==> src/rtl/noise_rd_pkg.sv <==
// rtl/noise_rd_pkg.sv - shared types and constants for the Rx noise table reader
package noise_rd_pkg;
   localparam int NOISE_TBL_DEPTH = 128;
   localparam int DEF_ADDR_W      = 7;
   localparam int DEF_DATA_W      = 8;

   typedef enum logic [1:0] {IDLE, RUN, DRAIN} rd_state_t;
   typedef logic signed [DEF_DATA_W-1:0] noise_sample_t;
endpackage

==> src/rtl/noise_fifo.sv <==
// rtl/noise_fifo.sv - first-word-fall-through sample FIFO; push and pop may coincide when full
module noise_fifo #(
   parameter int FIFO_DEPTH = 4,
   parameter int DATA_W     = 8
) (
   input  logic                        clk,
   input  logic                        reset,
   input  logic                        push,
   input  logic                        pop,
   input  logic [DATA_W-1:0]           din,
   output logic [DATA_W-1:0]           dout,
   output logic                        empty,
   output logic                        full,
   output logic [$clog2(FIFO_DEPTH):0] count
);
   localparam int PTR_W = $clog2(FIFO_DEPTH);

   logic [DATA_W-1:0] mem_q [FIFO_DEPTH];
   logic [DATA_W-1:0] mem_d [FIFO_DEPTH];
   logic [PTR_W-1:0]  wr_ptr_q, wr_ptr_d, rd_ptr_q, rd_ptr_d;
   logic [PTR_W:0]    count_q, count_d;
   logic              do_push, do_pop;

   always_comb begin
      empty    = (count_q == '0);
      full     = (count_q == (PTR_W+1)'(FIFO_DEPTH));
      do_pop   = pop && !empty;
      do_push  = push && (!full || do_pop);
      mem_d    = mem_q;
      wr_ptr_d = wr_ptr_q;
      rd_ptr_d = rd_ptr_q;
      count_d  = count_q;
      if (do_push) begin
         mem_d[wr_ptr_q] = din;
         wr_ptr_d        = wr_ptr_q + 1'b1;
      end
      if (do_pop) rd_ptr_d = rd_ptr_q + 1'b1;
      case ({do_push, do_pop})
         2'b10:   count_d = count_q + 1'b1;
         2'b01:   count_d = count_q - 1'b1;
         default: count_d = count_q;
      endcase
   end

   assign dout  = mem_q[rd_ptr_q];
   assign count = count_q;

   always_ff @(posedge clk or posedge reset) begin
      if (reset) begin
         for (int i = 0; i < FIFO_DEPTH; i++) mem_q[i] <= '0;
         wr_ptr_q <= '0;
         rd_ptr_q <= '0;
         count_q  <= '0;
      end else begin
         mem_q    <= mem_d;
         wr_ptr_q <= wr_ptr_d;
         rd_ptr_q <= rd_ptr_d;
         count_q  <= count_d;
      end
   end
endmodule

==> src/rtl/noise_mem_reader.sv <==
// rtl/noise_mem_reader.sv - cyclic Avalon-MM reader of the Rx noise table feeding a sample stream
// Define NOISE_SCALE_EN to add the scale port (arithmetic right shift of captured samples).
module noise_mem_reader
   import noise_rd_pkg::*;
#(
   parameter int ADDR_W     = DEF_ADDR_W,
   parameter int DATA_W     = DEF_DATA_W,
   parameter int RD_LAT     = 1,
   parameter int FIFO_DEPTH = 4
) (
   input  logic                clk,
   input  logic                reset,
   input  logic                start,
   input  logic                stop,
   output logic [ADDR_W-1:0]   address,
   output logic                chipselect,
   output logic                clken,
   output logic                write,
   output logic [DATA_W/8-1:0] byteenable,
   output logic [DATA_W-1:0]   writedata,
   input  logic [DATA_W-1:0]   readdata,
   output logic [DATA_W-1:0]   noise_data,
   output logic                noise_valid,
   input  logic                noise_ready,
`ifdef NOISE_SCALE_EN
   input  logic [2:0]          scale,
`endif
   output logic [15:0]         wrap_cnt,
   output logic                busy
);
   localparam int CNT_W = $clog2(FIFO_DEPTH) + 1;
   localparam logic [CNT_W:0] DEPTH_C = (CNT_W+1)'(FIFO_DEPTH);

   rd_state_t         state_q, state_d;
   logic [ADDR_W-1:0] address_q, address_d;
   logic [15:0]       wrap_cnt_q, wrap_cnt_d;
   logic [CNT_W-1:0]  inflight_q, inflight_d;
   logic [RD_LAT-1:0] lat_q, lat_d;
   logic [CNT_W-1:0]  fifo_count;
   logic [CNT_W:0]    occupancy;
   logic [DATA_W-1:0] push_data;
   logic              fifo_empty, unused_full, pop, ret, issue;

`ifdef NOISE_SCALE_EN
   assign push_data = $signed(readdata) >>> scale;
`else
   assign push_data = readdata;
`endif

   assign pop = !fifo_empty && noise_ready;
   assign ret = lat_q[RD_LAT-1];

   // Returns already in flight reserve FIFO slots, so a read is issued only when it is sure to fit.
   always_comb begin
      occupancy  = {1'b0, fifo_count} + {1'b0, inflight_q} - {{CNT_W{1'b0}}, pop};
      issue      = (state_q == RUN) && !stop && (occupancy < DEPTH_C);
      state_d    = state_q;
      address_d  = address_q;
      wrap_cnt_d = wrap_cnt_q;
      inflight_d = inflight_q;
      lat_d      = lat_q << 1;
      lat_d[0]   = issue;
      case (state_q)
         IDLE: if (start) begin
            state_d   = RUN;
            address_d = '0;
         end
         RUN:     if (stop) state_d = DRAIN;
         DRAIN:   if (inflight_q == '0) state_d = IDLE;
         default: state_d = IDLE;
      endcase
      if (issue) begin
         address_d = address_q + 1'b1;
         if (&address_q && wrap_cnt_q != 16'hFFFF) wrap_cnt_d = wrap_cnt_q + 16'd1;
      end
      case ({issue, ret})
         2'b10:   inflight_d = inflight_q + 1'b1;
         2'b01:   inflight_d = inflight_q - 1'b1;
         default: inflight_d = inflight_q;
      endcase
   end

   always_ff @(posedge clk or posedge reset) begin
      if (reset) begin
         state_q    <= IDLE;
         address_q  <= '0;
         wrap_cnt_q <= '0;
         inflight_q <= '0;
         lat_q      <= '0;
      end else begin
         state_q    <= state_d;
         address_q  <= address_d;
         wrap_cnt_q <= wrap_cnt_d;
         inflight_q <= inflight_d;
         lat_q      <= lat_d;
      end
   end

   noise_fifo #(.FIFO_DEPTH(FIFO_DEPTH), .DATA_W(DATA_W)) u_fifo (
      .clk   (clk),
      .reset (reset),
      .push  (ret),
      .pop   (pop),
      .din   (push_data),
      .dout  (noise_data),
      .empty (fifo_empty),
      .full  (unused_full),
      .count (fifo_count)
   );

   assign address     = address_q;
   assign chipselect  = issue;
   assign clken       = 1'b1;
   assign write       = 1'b0;
   assign byteenable  = '1;
   assign writedata   = '0;
   assign noise_valid = !fifo_empty;
   assign wrap_cnt    = wrap_cnt_q;
   assign busy        = (state_q != IDLE);
endmodule

==> config.mk <==
export PLATFORM = sky130hd
export DESIGN_NAME = noise_mem_reader
export DESIGN_NICKNAME = d
export VERILOG_FILES = /design/src/rtl/noise_rd_pkg.sv /design/src/rtl/noise_fifo.sv /design/src/rtl/noise_mem_reader.sv
export SDC_FILE = /design/constraint.sdc
export NUM_CORES = 1
export LEC_CHECK = 0
export CAP_MARGIN = 20
export CORE_ASPECT_RATIO = 0.75
export CORE_MARGIN = 1
export CORE_UTILIZATION = 40
export CTS_BUF_LIST = sky130_fd_sc_hd__clkbuf_8
export DETAILED_ROUTE_END_ITERATION = 16
export HOLD_SLACK_MARGIN = 0.02
export PLACE_DENSITY = 0.68
export SLEW_MARGIN = 25
export SYNTH_ARGS = -nofsm -noshare
export SYNTH_HDL_FRONTEND = slang
export SYNTH_SLANG_ARGS = --single-unit
==> constraint.sdc <==
create_clock -name clk -period 6.3 [get_ports clk]
set_input_delay 0.63 -clock clk [delete_from_list [all_inputs] [get_ports clk]]
set_output_delay 0.63 -clock clk [all_outputs]
set_load 0.02 [all_outputs]
# Yosys cells after proc, flatten, opt, wreduce, memory -nomap -nowiden
# Index checks and enable logic that the tools add are counted.
# classes
addsub	10
magnitude_cmp	4
n_eq_ne	11
muxes	15
n_bitwise	2
reduce_logical	23
# op_table
operator	n
bitwise mux 32 bit	1
two-way mux 8 bit	3
two-way mux 7 bit	3
adder 16 x 1 -> 16 bit, second input constant	1
binary-select mux 8 bit (select 2 bit)	1
demux 8 bit (select 2 bit)	1
inequality test 16 bit, second input constant	1
case mux 3 bit (2 select lines)	2
nonzero test 2 bit	5
adder 7 x 1 -> 7 bit, second input constant	1
logical AND 1 bit	7
AND reduction 7 bit	1
adder 3 x 1 -> 3 bit, second input constant	2
equality test 2 x 1 -> 1 bit, second input constant	3
equality test 2 bit, second input constant	3
greater-or-equal comparator 3 bit, second input constant	2
zero test 3 bit	2
two-way mux 2 bit	3
inequality test 2 bit, second input constant	3
NOT 2 -> 3 bit	2
case mux 2 bit (3 select lines)	1
subtractor 3 x 1 -> 3 bit, second input constant	2
adder 2 x 1 -> 2 bit, second input constant	2
adder 3 x 3 -> 4 bit	1
9 further kinds	12
# word_totals
register_bits	68
input_bits	13
out_inout_bits	45
word_cells	77

# Depth between registers and ports, before layout
# Gate-level depths: netlist of run 1.
# depth
word_depth	8
depth_mapped	16
ltp_nobuf	15

# By module
# Synthesis of run 1 repeated with hierarchy kept, for this count alone.
# hier_totals
hier_cells	289
area_unflattened_um2	3603.5
# by_module_without_submodules
module	n_inst	cells_per_inst	area_each_um2	seq_area_each_um2
noise_fifo	1	116	1805.5	975.9
noise_mem_reader	1	173	1798.0	725.7

# Worst setup path before layout of run 1
# OpenSTA, ideal clock, no wires.
# synth_path
kind	register -> register
startpoint	register u_fifo.count_q[0] (netlist: u_fifo.count[0])
endpoint	register inflight_q[2]
arrival_time_ps	3265
required_ps	6178
setup_slack_ps	2913
stages_incl_launch_ff	17
path_cell_list	dfrtp_1 inv_1 nand3_1 and2_1 ha_1 inv_1 ha_1 and3b_1 or4_1 a21o_1 clkbuf_1 ha_1 inv_1 fa_1 xor2_1 nor2_1 xnor2_1
# synth_via
elab_chain_len	8
# synth_lines
element	line	text
from (decl)	noise_fifo.sv:21	logic [PTR_W:0] count_q, count_d;
from (signal assigned)	noise_fifo.sv:58	count_q <= count_d;
zero test 3 bit *	noise_fifo.sv:25	empty = (count_q == '0);
zero test 1 bit *	-	
named net noise_valid	noise_mem_reader.sv:23	output logic noise_valid,
logical AND 1 bit *	noise_mem_reader.sv:50	assign pop = !fifo_empty && noise_ready;
subtractor 4 x 1 -> 4 bit *	noise_mem_reader.sv:55	occupancy = {1'b0, fifo_count} + {1'b0, inflight_q} - {{CNT_W{1'b0}}, pop};
less-than comparator 4 x 3 -> 1 bit *	noise_mem_reader.sv:56	issue = (state_q == RUN) && !stop && (occupancy < DEPTH_C);
logical AND 1 bit *	noise_mem_reader.sv:56	
equality test 2 x 1 -> 1 bit or equality test 2 bit (tied branches)	noise_mem_reader.sv:76	case ({issue, ret})
case mux 3 bit (2 select lines) or nonzero test 2 bit (tied branches)	-	
to (signal assigned)	noise_mem_reader.sv:94	inflight_q <= inflight_d;
to (decl)	noise_mem_reader.sv:37	logic [CNT_W-1:0] inflight_q, inflight_d;
# Mark *: on every way through the listed nets, which the timed path passes. The rest lies on a longest branch.
# A chain may end at the register's enable or synchronous reset.

# Final worst setup path of run 1
# layout_path
startpoint	input port noise_ready
endpoint	output port chipselect
# layout_via
elab_chain_len	4
# layout_lines
element	line	text
from (decl)	noise_mem_reader.sv:24	input logic noise_ready,
logical AND 1 bit	noise_mem_reader.sv:50	
subtractor 4 x 1 -> 4 bit	noise_mem_reader.sv:55	
less-than comparator 4 x 3 -> 1 bit	noise_mem_reader.sv:56	
logical AND 1 bit	noise_mem_reader.sv:56	
to (decl)	noise_mem_reader.sv:16	output logic chipselect,
# Every way passes these cells.

==> parameters.txt, run 1 <==
Parameter                              Value

Finish
  Count of inserted antenna diode cells    0
  Area of the multi-input gates    1520 sq um
  Layout cell share with drive strength beyond 1    18.6%
  Share of the core filled with cells in the final layout    51.5%
  NumNets Final    356
  FF+latch area    1700 sq um
  Number of non-filler instances in the completed layout    438
  Area Growth Syn to Fin    22.6%
  Post-route cell area    4130 sq um
  Commonest cells after routing, fill and taps aside    dfrtp_1, clkdlybuf4s50_1, mux2_2
  Most common library cell in the layout ignoring fill and taps    dfrtp_1
  Final-layout fill cell count    709

Synth
  Post-synthesis simple-gate area fraction    11.4%
  Number of distinct library cells after synthesis    36
  Syn Std Cell Area    3370 sq um
  Complex-gate fraction of the synthesized area    3.01%
  Adder and majority cell fraction of the synthesized area    6.02%
  Number of instances in the synthesized netlist    277
  Parity-gate share of the synthesized area counting xor and xnor cells    6.50%
  Dominant combinational cell family by area after synthesis    multiplexers
  Mean instance size in the synthesized netlist    12.2 sq um
  Total of flip-flops plus latches after synthesis    68
  Mux share of post-synthesis cell area    17.0%
  Number of warning messages in the yosys log    0
  Part of the Yosys area used for sequential elements    50.5%

Pwr
  Switching fraction of total power    25.4%
  Leakage Power    1.97 nW
  Power share of the sequential group    47.0%
  Internal power    777 uW
  Final Total Pwr    1.04 mW
  Share of power burned in combinational logic    13.1%
  Worst voltage drop across the vdd grid    0.120 mV
  Part of the total power dissipated in the clock network    39.9%
  NetSw    265 uW
  P per Cell Area    252 nW/um^2

Placed design
  Instance area at placement    3890 sq um
  Routability cong.    0.765
  Post-place setup slack    1.99 ns
  Port Buffers    46
  Detail Placement HPWL    4370 um
  Dpl cells    422

Worst setup path
  Critical path required time    5.67 ns
  CP Max Fanout    17
  Worst endpoint data arrival time    3.69 ns
  Critical Path Sink Type    primary output
  Classification of the worst setup path    input port to primary output
  Critical Path Start Type    input port

Clock network
  Worst-case clock buffer depth    2
  Total clock sinks    68
  Clock latency at the later pin of the worst-skew pair    0.34 ns
  Number of resized instances in the post-cts repair step    0
  Number of buffers inserted by hold repair at cts    0
  Root buffer cell    clkbuf_8
  Reg clk slew, reported paths    0.07 ns
  Maximum level of the CTS H-tree    3
  Clock tree from TritonCTS    yes
  CTS Buf Count    9
  Number of setup buffers added after CTS    0

Global routing
  GRT overflow    0
  Via count of the first global-routing pass    2105
  First-pass GRT wire length    10600 um
  GRT Resource Usage Total    16.1%
  Number of antenna violations at the first check in global routing    0
  Maximum number of pins on one net before global-route repair    69

STA
  Summed negative setup slack over all endpoints    0 ns
  Max Clock Freq    0.232 GHz
  Tcrit/Tclk final    68.6%
  Worst Max-Slew Pin Slew    0.851 ns
  Worst hold-check slack    0.497 ns
  Setup Viol. Count Final    0
  Worst setup slack after layout    1.98 ns
  Maximum clock skew at final layout    0.00919 ns
  Post-route minimum period    4.32 ns
  Final max-slew violation count    0
  Total count of hold-check failures in the final report    0
  Max-slew headroom at the worst pin    43.3%
  Unrepaired setup endpoints after global routing    false

Die
  Core area    8020 sq um
  Die Y    81.5 um
  Ports placed on the boundary    58
  Overall die width    108 um
  Initial Util    42.0%
  # rows    28
  Die area    8800 sq um

Detailed routing
  Total length of routed met3 wires    298 um
  Routed via count divided by cell count    4.97
  Final routed wirelength across all metal layers    6350 um
  Via count of the routed design    2178
  Detailed Route Iter0 Violations    71
  Routed length on met1    3100 um
  First-pass detailed-route iteration total    4
  Highest layer used for signal routing    met4
  Routed length on met2    2860 um
  ANT nets after route    0
  WL/cell    14.5 um
  Remaining design rule violation count    0

Run status
  Result of the run    finished clean

Job
  Max Cap Violations    0

Worst hold path
  Worst min-delay path category    flip-flop to flip-flop
logic make-up (layout without fill, tap and decap cells):
| kind of cell | Yosys count | in the layout |
|---|---|---|
| mux | 43 | 43 |
| flops | 68 | 68 |
| simple gates | 72 | 72 |
| compound gates | 17 | 17 |
| other cells | 2 | 11 |
| fa+ha+maj | 15 | 15 |
| buf+inv | 35 | 82 |
| xor+xnor | 25 | 25 |
routing by layer:
metal / up-vias / track usage (%)
met4: 0 / 5.34
li1: 1040 / -
met5: - / 0
met3: 7 / 5.71
met1: 1092 / 22.5
met2: 39 / 23.4
final cells by class:
class                      instances  area share [%]
timing repair buffer              47            11.3
tap                              105            3.18
sequential                        68            41.2
multi-input combinational        183            36.8
clock buffer                      12            4.00
inverter                          19            1.73
clock inverter                     4            1.73
power by group through the flow:
stage               Sequential, mW  Clock, mW  Combinational [mW]
finish                       0.489      0.416               0.136
detailed placement           0.500          0               0.139
global placement             0.500          0               0.133
CTS                          0.491      0.426               0.139
floorplan                    0.468          0               0.135
global route                 0.495      0.445               0.155
final timing paths:
check	startpoint	to	slack, ns	cells past startpoint
max	noise_ready	chipselect	1.98	10
min	wrap_cnt[5]$_DFFE_PP0P_	wrap_cnt[5]$_DFFE_PP0P_	0.50	1
max reg2reg	u_fifo.count[0]$_DFFE_PP0P_	wrap_cnt[13]$_DFFE_PP0P_	2.84	12
min reg2reg	wrap_cnt[5]$_DFFE_PP0P_	wrap_cnt[5]$_DFFE_PP0P_	0.50	1
max in group asynchronous	reset	address[6]$_DFFE_PP0P_	4.88	3
min in group asynchronous	reset	u_fifo.mem_q[23]$_DFFE_PP0P_	0.87	3
worst max-delay path: stages:
cell and delay, ns:
clkdlybuf4s50_1 0.48, and2_1 0.23, ha_1 0.17, inv_1 0.04, ha_1 0.26, and3b_1 0.19, or4_1 0.47, a21o_1 0.37
inv_1 0.21, clkdlybuf4s50_1 0.63
state kept, by name (all words and copies together) (netlist names):
signal           cells
u_fifo.count         3
lat_q                1
address              7
inflight_q           3
u_fifo.rd_ptr_q      2
wrap_cnt            16
state_q              2
u_fifo.mem_q        32
u_fifo.wr_ptr_q      2
cells in the mapped netlist, drive strengths merged:
master / number / area (sq um)
nor3: 5 / 51.3
o31ai: 2 / 15.0
a21oi: 1 / 5.00
buf: 13 / 97.6
and4: 2 / 17.5
clkbuf: 3 / 11.3
mux4: 8 / 180
o211ai: 1 / 7.51
xnor2: 15 / 131
o41a: 1 / 11.3
or3: 1 / 6.26
conb: 2 / 7.51
a21o: 1 / 7.51
and2: 4 / 25.0
fa: 2 / 40.0
and3: 3 / 18.8
nor4: 2 / 12.5
o21ai: 11 / 55.1
inv: 19 / 71.3
nor2: 9 / 33.8
nor2b: 2 / 12.5
nand4: 5 / 31.3
nand2: 23 / 86.3
xor2: 10 / 87.6
nand3b: 1 / 7.51
nand3: 13 / 65.1
dfrtp: 68 / 1700
mux2: 33 / 372
ha: 13 / 163
mux2i: 2 / 20.0
or4: 1 / 7.51
and3b: 1 / 8.76
No activity file was read; power rests on OpenSTA's default activity.
==> inputs of run 2 (changes only) <==
--- a/config.mk
+++ b/config.mk
@@ -12,7 +12,7 @@
 export CTS_BUF_LIST = sky130_fd_sc_hd__clkbuf_8
 export DETAILED_ROUTE_END_ITERATION = 16
 export HOLD_SLACK_MARGIN = 0.02
-export PLACE_DENSITY = 0.68
+export PLACE_DENSITY = 0.71
 export SLEW_MARGIN = 25
 export SYNTH_ARGS = -nofsm -noshare
 export SYNTH_HDL_FRONTEND = slang
==> constraint.sdc (replaced) <==
create_clock -name clk -period 3.6 [get_ports clk]
set_input_delay 0.36 -clock clk [delete_from_list [all_inputs] [get_ports clk]]
set_output_delay 0.36 -clock clk [all_outputs]
set_load 0.02 [all_outputs]
==> run 2 against run 1 <==
Against the previous run:
- worst setup slack got worse by 1.8 ns
- worst hold slack worse by 0.040 ns
- sequential share of layout area grew 0.43 points
- design area down 1.0%
- largest cell class unchanged
- die area stayed put
- non-clock buffer count rose by 5
- flip-flop and latch count unchanged
- highest routed layer unchanged
- combinational power rose by 80%
- global-route usage grew 0.10 points
==> parameters.txt, run 2 (synthesized netlist as in run 1, its figures left out) <==
Parameter                              Value

Detailed routing
  Routed via count divided by cell count    4.92 (was 4.97)
  Final routed wirelength across all metal layers    6420 um (was 6350 um)
  Detailed Route Iter0 Violations    64 (was 71)
  Remaining design rule violation count    0 (unchanged)
  Via count of the routed design    2171 (was 2178)
  First-pass detailed-route iteration total    4 (unchanged)
  WL/cell    14.6 um (was 14.5 um)
  ANT nets after route    0 (unchanged)

STA
  Unrepaired setup endpoints after global routing    false (unchanged)
  Setup Viol. Count Final    0 (unchanged)
  Post-route minimum period    3.37 ns
  Maximum clock skew at final layout    0.00697 ns (was 0.00919 ns)
  Max-slew headroom at the worst pin    52.8% (was 43.3%)
  Max Clock Freq    0.297 GHz
  Total count of hold-check failures in the final report    0 (unchanged)
  Final max-slew violation count    0 (unchanged)
  Summed negative setup slack over all endpoints    0 ns (unchanged)
  Tcrit/Tclk final    93.6%
  Worst Max-Slew Pin Slew    0.706 ns (was 0.851 ns)

Clock network
  CTS Buf Count    9 (unchanged)
  Root buffer cell    clkbuf_8 (unchanged)
  Clock latency at the later pin of the worst-skew pair    0.34 ns (about the same)
  Maximum level of the CTS H-tree    3 (unchanged)
  Number of setup buffers added after CTS    0 (unchanged)
  Worst-case clock buffer depth    2 (unchanged)
  Clock tree from TritonCTS    yes (unchanged)
  Reg clk slew, reported paths    0.07 ns (about the same)
  Total clock sinks    68 (unchanged)

Worst setup path
  CP Max Fanout    11 (was 17)
  Number of cells on the worst reg-to-reg path    12 (unchanged)
  Critical path required time    3.24 ns (was 5.67 ns)
  Critical Path Sink Type    primary output (unchanged)
  Slowest cell on the critical path    or4_1 (was clkdlybuf4s50_1)
  Cell type group with the largest total delay on the critical path    simple AND/OR/NAND/NOR gates (was buffers and inverters)
  Worst endpoint data arrival time    3.01 ns (was 3.69 ns)
  Setup slack on the worst flop-to-flop path    0.33 ns (was 2.84 ns)
  Largest stage delay on the critical path    0.47 ns (was 0.63 ns)
  Endpoint of the worst register-to-register path    wrap_cnt[13]$_DFFE_PP0P_ (unchanged)
  Worst reg2reg startpoint    u_fifo.count[0]$_DFFE_PP0P_ (unchanged)
  Cell breakdown of the critical path    inv_1, nand3_1, and2_1, ha_1, inv_1, ha_1, and3b_1, or4_1, a21o_2, inv_1, dlygate4sd2_1 (was clkdlybuf4s50_1, and2_1, ha_1, inv_1, ha_1, and3b_1, or4_1, a21o_1, inv_1, clkdlybuf4s50_1)
  Most Frequent Cell on Critical Path    inv_1
  CP Buf/Inv Count    4 (unchanged)
  Critical Path Start Type    flip-flop (was input port)
  Classification of the worst setup path    flip-flop to primary output (was input port to primary output)

Finish
  NumNets Final    361 (was 356)
  Post-route cell area    4090 sq um (was 4130 sq um)
  Count of inserted antenna diode cells    0 (unchanged)
  Register bank with the most flops    u_fifo.mem_q (unchanged)
  Flip-flop count of the largest register, all copies and words added    32 (unchanged)
  Final-layout fill cell count    705 (was 709)
  Commonest cells after routing, fill and taps aside    dfrtp_1, clkdlybuf4s50_1, mux2_2 (unchanged)
  Area Growth Syn to Fin    21.3% (was 22.6%)
  Layout cell share with drive strength beyond 1    19.6% (was 18.6%)
  Most common library cell in the layout ignoring fill and taps    dfrtp_1 (unchanged)

Job
  Max Cap Violations    0 (unchanged)

Global routing
  Via count of the first global-routing pass    2157 (was 2105)
  First-pass GRT wire length    10600 um (about the same)
  GRT Resource Usage Total    16.2% (was 16.1%)
  GRT overflow    0 (unchanged)
  Maximum number of pins on one net before global-route repair    35 (was 69)
  Number of antenna violations at the first check in global routing    0 (unchanged)

Die
  Ports placed on the boundary    58 (unchanged)
  Die area    8800 sq um (unchanged)
  Overall die width    108 um (unchanged)
  Core area    8020 sq um (unchanged)
  # rows    28 (unchanged)
  Initial Util    42.0% (unchanged)
  Die Y    81.5 um (unchanged)

Pwr
  P per Cell Area    400 nW/um^2 (was 252 nW/um^2)
  Worst voltage drop across the vdd grid    0.164 mV (was 0.120 mV)
  Leakage Power    1.97 nW (about the same)

Placed design
  Instance area at placement    3930 sq um (was 3890 sq um)
  Routability cong.    0.751 (was 0.765)
  Port Buffers    46 (unchanged)
  Detail Placement HPWL    4590 um (was 4370 um)

Run status
  Result of the run    finished clean (unchanged)

Worst hold path
  Worst min-delay path category    input port to asynchronous set/reset pin (was flip-flop to flip-flop)
run 2: how the worst max path moves through the flow:
stage	startpoint	slack, ns	depth (start not counted)	to
after floorplan	u_fifo.count[0]$_DFFE_PP0P_	0.21	16	inflight_q[2]$_DFFE_PP0P_
final	u_fifo.count[0]$_DFFE_PP0P_	0.23	11	chipselect
after CTS	u_fifo.count[0]$_DFFE_PP0P_	0.18	11	chipselect
after global routing	u_fifo.count[0]$_DFFE_PP0P_	0.04	11	chipselect
after global placement	noise_ready	0.13	10	chipselect
after detailed placement	noise_ready	0.06	10	chipselect
run 2: per-stage QoR:
step	hold slack, ns	std cells	setup slack [ns]	util, %	power, mW
2_1_floorplan	0.461	286	0.213	-	1.06
3_3_place_gp	0.479	427	0.133	49.0	1.12
3_5_place_dp	0.485	427	0.0578	49.0	1.13
4_1_cts	0.471	441	0.178	50.9	1.66
5_1_grt	0.511	441	0.0444	50.9	1.73
6_report	0.457	441	0.229	50.9	1.63
run 2: layer usage:
| metal | GRT usage (%) | routed length, um | vias up |
|---|---|---|---|
| met1 | 23.0 | 3160 | 1081 |
| met5 | 0 | 0 | - |
| met4 | 5.75 | 67 | 0 |
| met3 | 4.92 | 301 | 7 |
| li1 | - | - | 1041 |
| met2 | 23.6 | 2890 | 42 |
run 2: area by class of cell:
class                           count  area, sq um  area share, %
Clock buffer                       10          138           3.37
Clock inverter                      4         18.8          0.459
Inverter                           19         71.3           1.75
Multi-Input combinational cell    183         1520           37.2
Sequential cell                    68         1700           41.6
Tap cell                          105          131           3.21
Timing Repair Buffer               52          504           12.3
run 2: power breakdown:
group	switching [mW]	total, mW	internal (mW)	leakage (nW)
Combinational	0.119	0.245	0.126	0.964
Clock	0.275	0.530	0.255	0.0890
Sequential	0.0653	0.859	0.794	0.913
run 2: worst reg2reg max path: stages (launching register included):
cell     delay [ns]
dfrtp_1        0.40
inv_1          0.13
nand3_1        0.10
and2_1         0.18
ha_1           0.18
inv_1          0.05
ha_1           0.21
and3b_1        0.19
or4_1          0.47
a21o_2         0.32
or3_1          0.57
nor3_4         0.23
xor2_1         0.15
run 2: what timing repair did:
item / in CTS / in global routing
hold buffers: 0 / 0
endpoints found under the setup margin: 1 / 0
resized for setup: 2 / 0
==> inputs of run 3 (changes only) <==
--- a/config.mk
+++ b/config.mk
@@ -7,13 +7,14 @@
 export LEC_CHECK = 0
 export CAP_MARGIN = 20
 export CORE_ASPECT_RATIO = 0.75
-export CORE_MARGIN = 1
+export CORE_MARGIN = 2
 export CORE_UTILIZATION = 40
 export CTS_BUF_LIST = sky130_fd_sc_hd__clkbuf_8
 export DETAILED_ROUTE_END_ITERATION = 16
 export HOLD_SLACK_MARGIN = 0.02
-export PLACE_DENSITY = 0.71
+export PLACE_DENSITY = 0.7
 export SLEW_MARGIN = 25
 export SYNTH_ARGS = -nofsm -noshare
 export SYNTH_HDL_FRONTEND = slang
+export SYNTH_HIERARCHICAL = 1
 export SYNTH_SLANG_ARGS = --single-unit
==> run 3 against run 2 <==
Against the previous run:
- flip-flop and latch count unchanged
- global-route usage fell by 1.6 points
- critical path depth decreased by 1
- synthesized area up 6.8%
- maximum frequency fell by 0.75%
- worst setup slack worse by 0.025 ns
- worst hold slack barely moved
- sequential power grew 35%
- critical endpoint unchanged
- largest cell class is now multi-input gates
==> parameters.txt, run 3 <==
Parameter                              Value

Global routing
  Via count of the first global-routing pass    2280 (was 2157)
  GRT overflow    0 (unchanged)
  Maximum number of pins on one net before global-route repair    40 (was 35)
  GRT Resource Usage Total    14.7% (was 16.2%)
  First-pass GRT wire length    11300 um (was 10600 um)
  Number of antenna violations at the first check in global routing    0 (unchanged)

Detailed routing
  Routed via count divided by cell count    5.08 (was 4.92)
  Final routed wirelength across all metal layers    6660 um (was 6420 um)
  WL/cell    14.7 um (was 14.6 um)
  First-pass detailed-route iteration total    4 (unchanged)
  Via count of the routed design    2299 (was 2171)
  Remaining design rule violation count    0 (unchanged)
  Detailed Route Iter0 Violations    71 (was 64)
  ANT nets after route    0 (unchanged)

Placed design
  Routability cong.    0.774 (was 0.751)
  Post-place setup slack    0.0379 ns (was 0.0578 ns)
  Detail Placement HPWL    4790 um (was 4590 um)
  Port Buffers    46 (unchanged)

Finish
  Flip-flop count of the largest register, all copies and words added    32 (unchanged)
  Share of the core filled with cells in the final layout    50.4% (was 50.9%)
  Layout cell share with drive strength beyond 1    23.8% (was 19.6%)
  Final-layout fill cell count    760 (was 705)
  Area Growth Syn to Fin    20.4% (was 21.3%)
  Commonest cells after routing, fill and taps aside    dfrtp_1, clkdlybuf4s50_1, mux2_2 (unchanged)
  Register bank with the most flops    u_fifo/mem_q (was u_fifo.mem_q)
  Count of inserted antenna diode cells    0 (unchanged)
  NumNets Final    370 (was 361)
  Most common library cell in the layout ignoring fill and taps    dfrtp_1 (unchanged)

Worst setup path
  Worst endpoint data arrival time    3.04 ns (was 3.01 ns)
  Cell breakdown of the critical path    nor3_2, nor2b_2, ha_1, inv_1, ha_1, and3b_4, nor4_4, o211ai_2, inv_1, clkdlybuf4s50_1 (was inv_1, nand3_1, and2_1, ha_1, inv_1, ha_1, and3b_1, or4_1, a21o_2, inv_1, dlygate4sd2_1)
  Slowest cell on the critical path    clkdlybuf4s50_1 (was or4_1)
  Critical path required time    3.24 ns (about the same)
  Critical Path Sink Type    primary output (unchanged)
  Origin of the worst setup path    u_fifo/count[1]$_DFFE_PP0P_ (was u_fifo.count[0]$_DFFE_PP0P_)
  Cell type group with the largest total delay on the critical path    simple AND/OR/NAND/NOR gates (unchanged)
  CP Max Fanout    6 (was 11)
  Largest stage delay on the critical path    0.61 ns (was 0.47 ns)
  Worst reg2reg startpoint    u_fifo/count[1]$_DFFE_PP0P_ (was u_fifo.count[0]$_DFFE_PP0P_)
  Critical Path Start Type    flip-flop (unchanged)
  Classification of the worst setup path    flip-flop to primary output (unchanged)
  CP Buf/Inv Count    3 (was 4)

STA
  Max-slew headroom at the worst pin    55.1% (was 52.8%)
  Worst setup slack after layout    0.204 ns (was 0.229 ns)
  Unrepaired setup endpoints after global routing    false (unchanged)
  Tcrit/Tclk final    94.3% (was 93.6%)
  Setup Viol. Count Final    0 (unchanged)
  Final max-slew violation count    0 (unchanged)
  Post-route minimum period    3.40 ns (was 3.37 ns)
  Max Clock Freq    0.294 GHz (was 0.297 GHz)
  Total count of hold-check failures in the final report    0 (unchanged)
  Summed negative setup slack over all endpoints    0 ns (unchanged)
  Worst Max-Slew Pin Slew    0.673 ns (was 0.706 ns)
  Maximum clock skew at final layout    0.00819 ns (was 0.00697 ns)

Synth
  Number of instances in the synthesized netlist    288 (was 277)
  Number of warning messages in the yosys log    6 (was 0)
  Mean instance size in the synthesized netlist    12.5 sq um (was 12.2 sq um)
  Syn Std Cell Area    3600 sq um (was 3370 sq um)

Run status
  Result of the run    finished clean (unchanged)

Pwr
  Switching fraction of total power    33.6% (was 28.1%)
  Power share of the sequential group    40.1% (was 52.6%)
  NetSw    973 uW (was 459 uW)
  Leakage Power    1.99 nW (was 1.97 nW)
  Internal power    1.92 mW (was 1.17 mW)
  Share of power burned in combinational logic    38.8% (was 15.0%)
  P per Cell Area    668 nW/um^2 (was 400 nW/um^2)
  Worst voltage drop across the vdd grid    0.269 mV (was 0.164 mV)
  Part of the total power dissipated in the clock network    21.1% (was 32.5%)

Job
  Max Cap Violations    0 (unchanged)

Clock network
  Maximum level of the CTS H-tree    3 (unchanged)
  Clock latency at the later pin of the worst-skew pair    0.33 ns (was 0.34 ns)
  CTS Buf Count    9 (unchanged)
  Reg clk slew, reported paths    0.07 ns (about the same)
  Worst-case clock buffer depth    2 (unchanged)
  Clock tree from TritonCTS    yes (unchanged)
  Number of buffers inserted by hold repair at cts    0 (unchanged)
  Root buffer cell    clkbuf_8 (unchanged)
  Total clock sinks    68 (unchanged)

Die
  Initial Util    41.8% (was 42.0%)
  Overall die width    114 um (was 108 um)
  # rows    29 (was 28)
  Die area    9780 sq um (was 8800 sq um)
  Core area    8600 sq um (was 8020 sq um)
  Die Y    86.1 um (was 81.5 um)
  Ports placed on the boundary    58 (unchanged)

Worst hold path
  Worst min-delay path category    input port to asynchronous set/reset pin (unchanged)
run 3: changes by cell type in the layout (fill, tap and decap cells not counted), sizes merged, moves of 5 or more:
cell | previous run | this run
inv | 20 | 26
nand2 | 23 | 15
nand3 | 13 | 8
nor3 | 5 | 10
nor4 | 2 | 8
o21ai | 11 | 5
xnor2 | 15 | 6
xor2 | 10 | 19
run 3: what timing repair did:
| action | CTS | global route |
|---|---|---|
| resized for setup | 0 | 3 |
| setup buffers | 0 | 0 |
| endpoints found under the setup margin | 0 | 1 |
| endpoints found under the hold margin | 0 | 0 |
run 3: metrics by stage:
step / instance area [sq um] / hold WS (ns) / power (mW) / std cells
final: 4330 / 0.457 / 2.89 / 453
after global placement: 4130 / 0.466 / 2.26 / 439
after floorplan: 3630 / 0.438 / 1.96 / 297
after CTS: 4320 / 0.470 / 2.93 / 453
after detailed placement: 4130 / 0.474 / 2.31 / 439
after global routing: 4330 / 0.498 / 3.09 / 453
run 3: worst register-to-register path, stage by stage (launching register included):
cell and delay [ns]:
dfrtp_1 0.47, nor3_2 0.09, nor2b_2 0.21, ha_1 0.18, inv_1 0.04, ha_1 0.26
and3b_4 0.19, o211a_1 0.25, o211ai_2 0.30, ha_1 0.24, inv_1 0.06, fa_1 0.38
xor2_1 0.15, nor2_1 0.11, xnor2_1 0.13
run 3: area by class of cell:
cell class,count,area (sq um),share of cell area (%)
multi-input combinational,188,1720,39.7
sequential,68,1700,39.3
timing repair buffer,50,490,11.3
clock buffer,11,151,3.50
tap,108,135,3.12
inverter,25,93.8,2.17
clock inverter,3,38.8,0.896
run 3: layer usage:
metal	share of wire (%)	routed length, um	global-route usage [%]
met5	0	0	0
met4	0.60	40	4.43
met3	3.0	202	4.24
met2	47	3110	22.3
met1	50	3300	20.5
run 3: power by group through the flow:
stage               Sequential, mW  Combinational, mW  Clock, mW
floorplan                     1.09              0.875          0
global placement              1.16               1.10          0
detailed placement            1.17               1.14          0
CTS                           1.16               1.14      0.634
global route                  1.19               1.23      0.670
finish                        1.16               1.12      0.611
run 3: path summary, 6_finish.rpt:
check                      cells after the start                           to  slack, ns
max in group asynchronous                      3  u_fifo/count[0]$_DFFE_PP0P_       2.71
max                                           10                   chipselect       0.20
min reg2reg                                    1      wrap_cnt[7]$_DFFE_PP0P_       0.50
min in group clk                               1      wrap_cnt[7]$_DFFE_PP0P_       0.50
min                                            2      wrap_cnt[0]$_DFFE_PP0P_       0.46
max reg2reg                                   14    inflight_q[2]$_DFFE_PP0P_       0.44
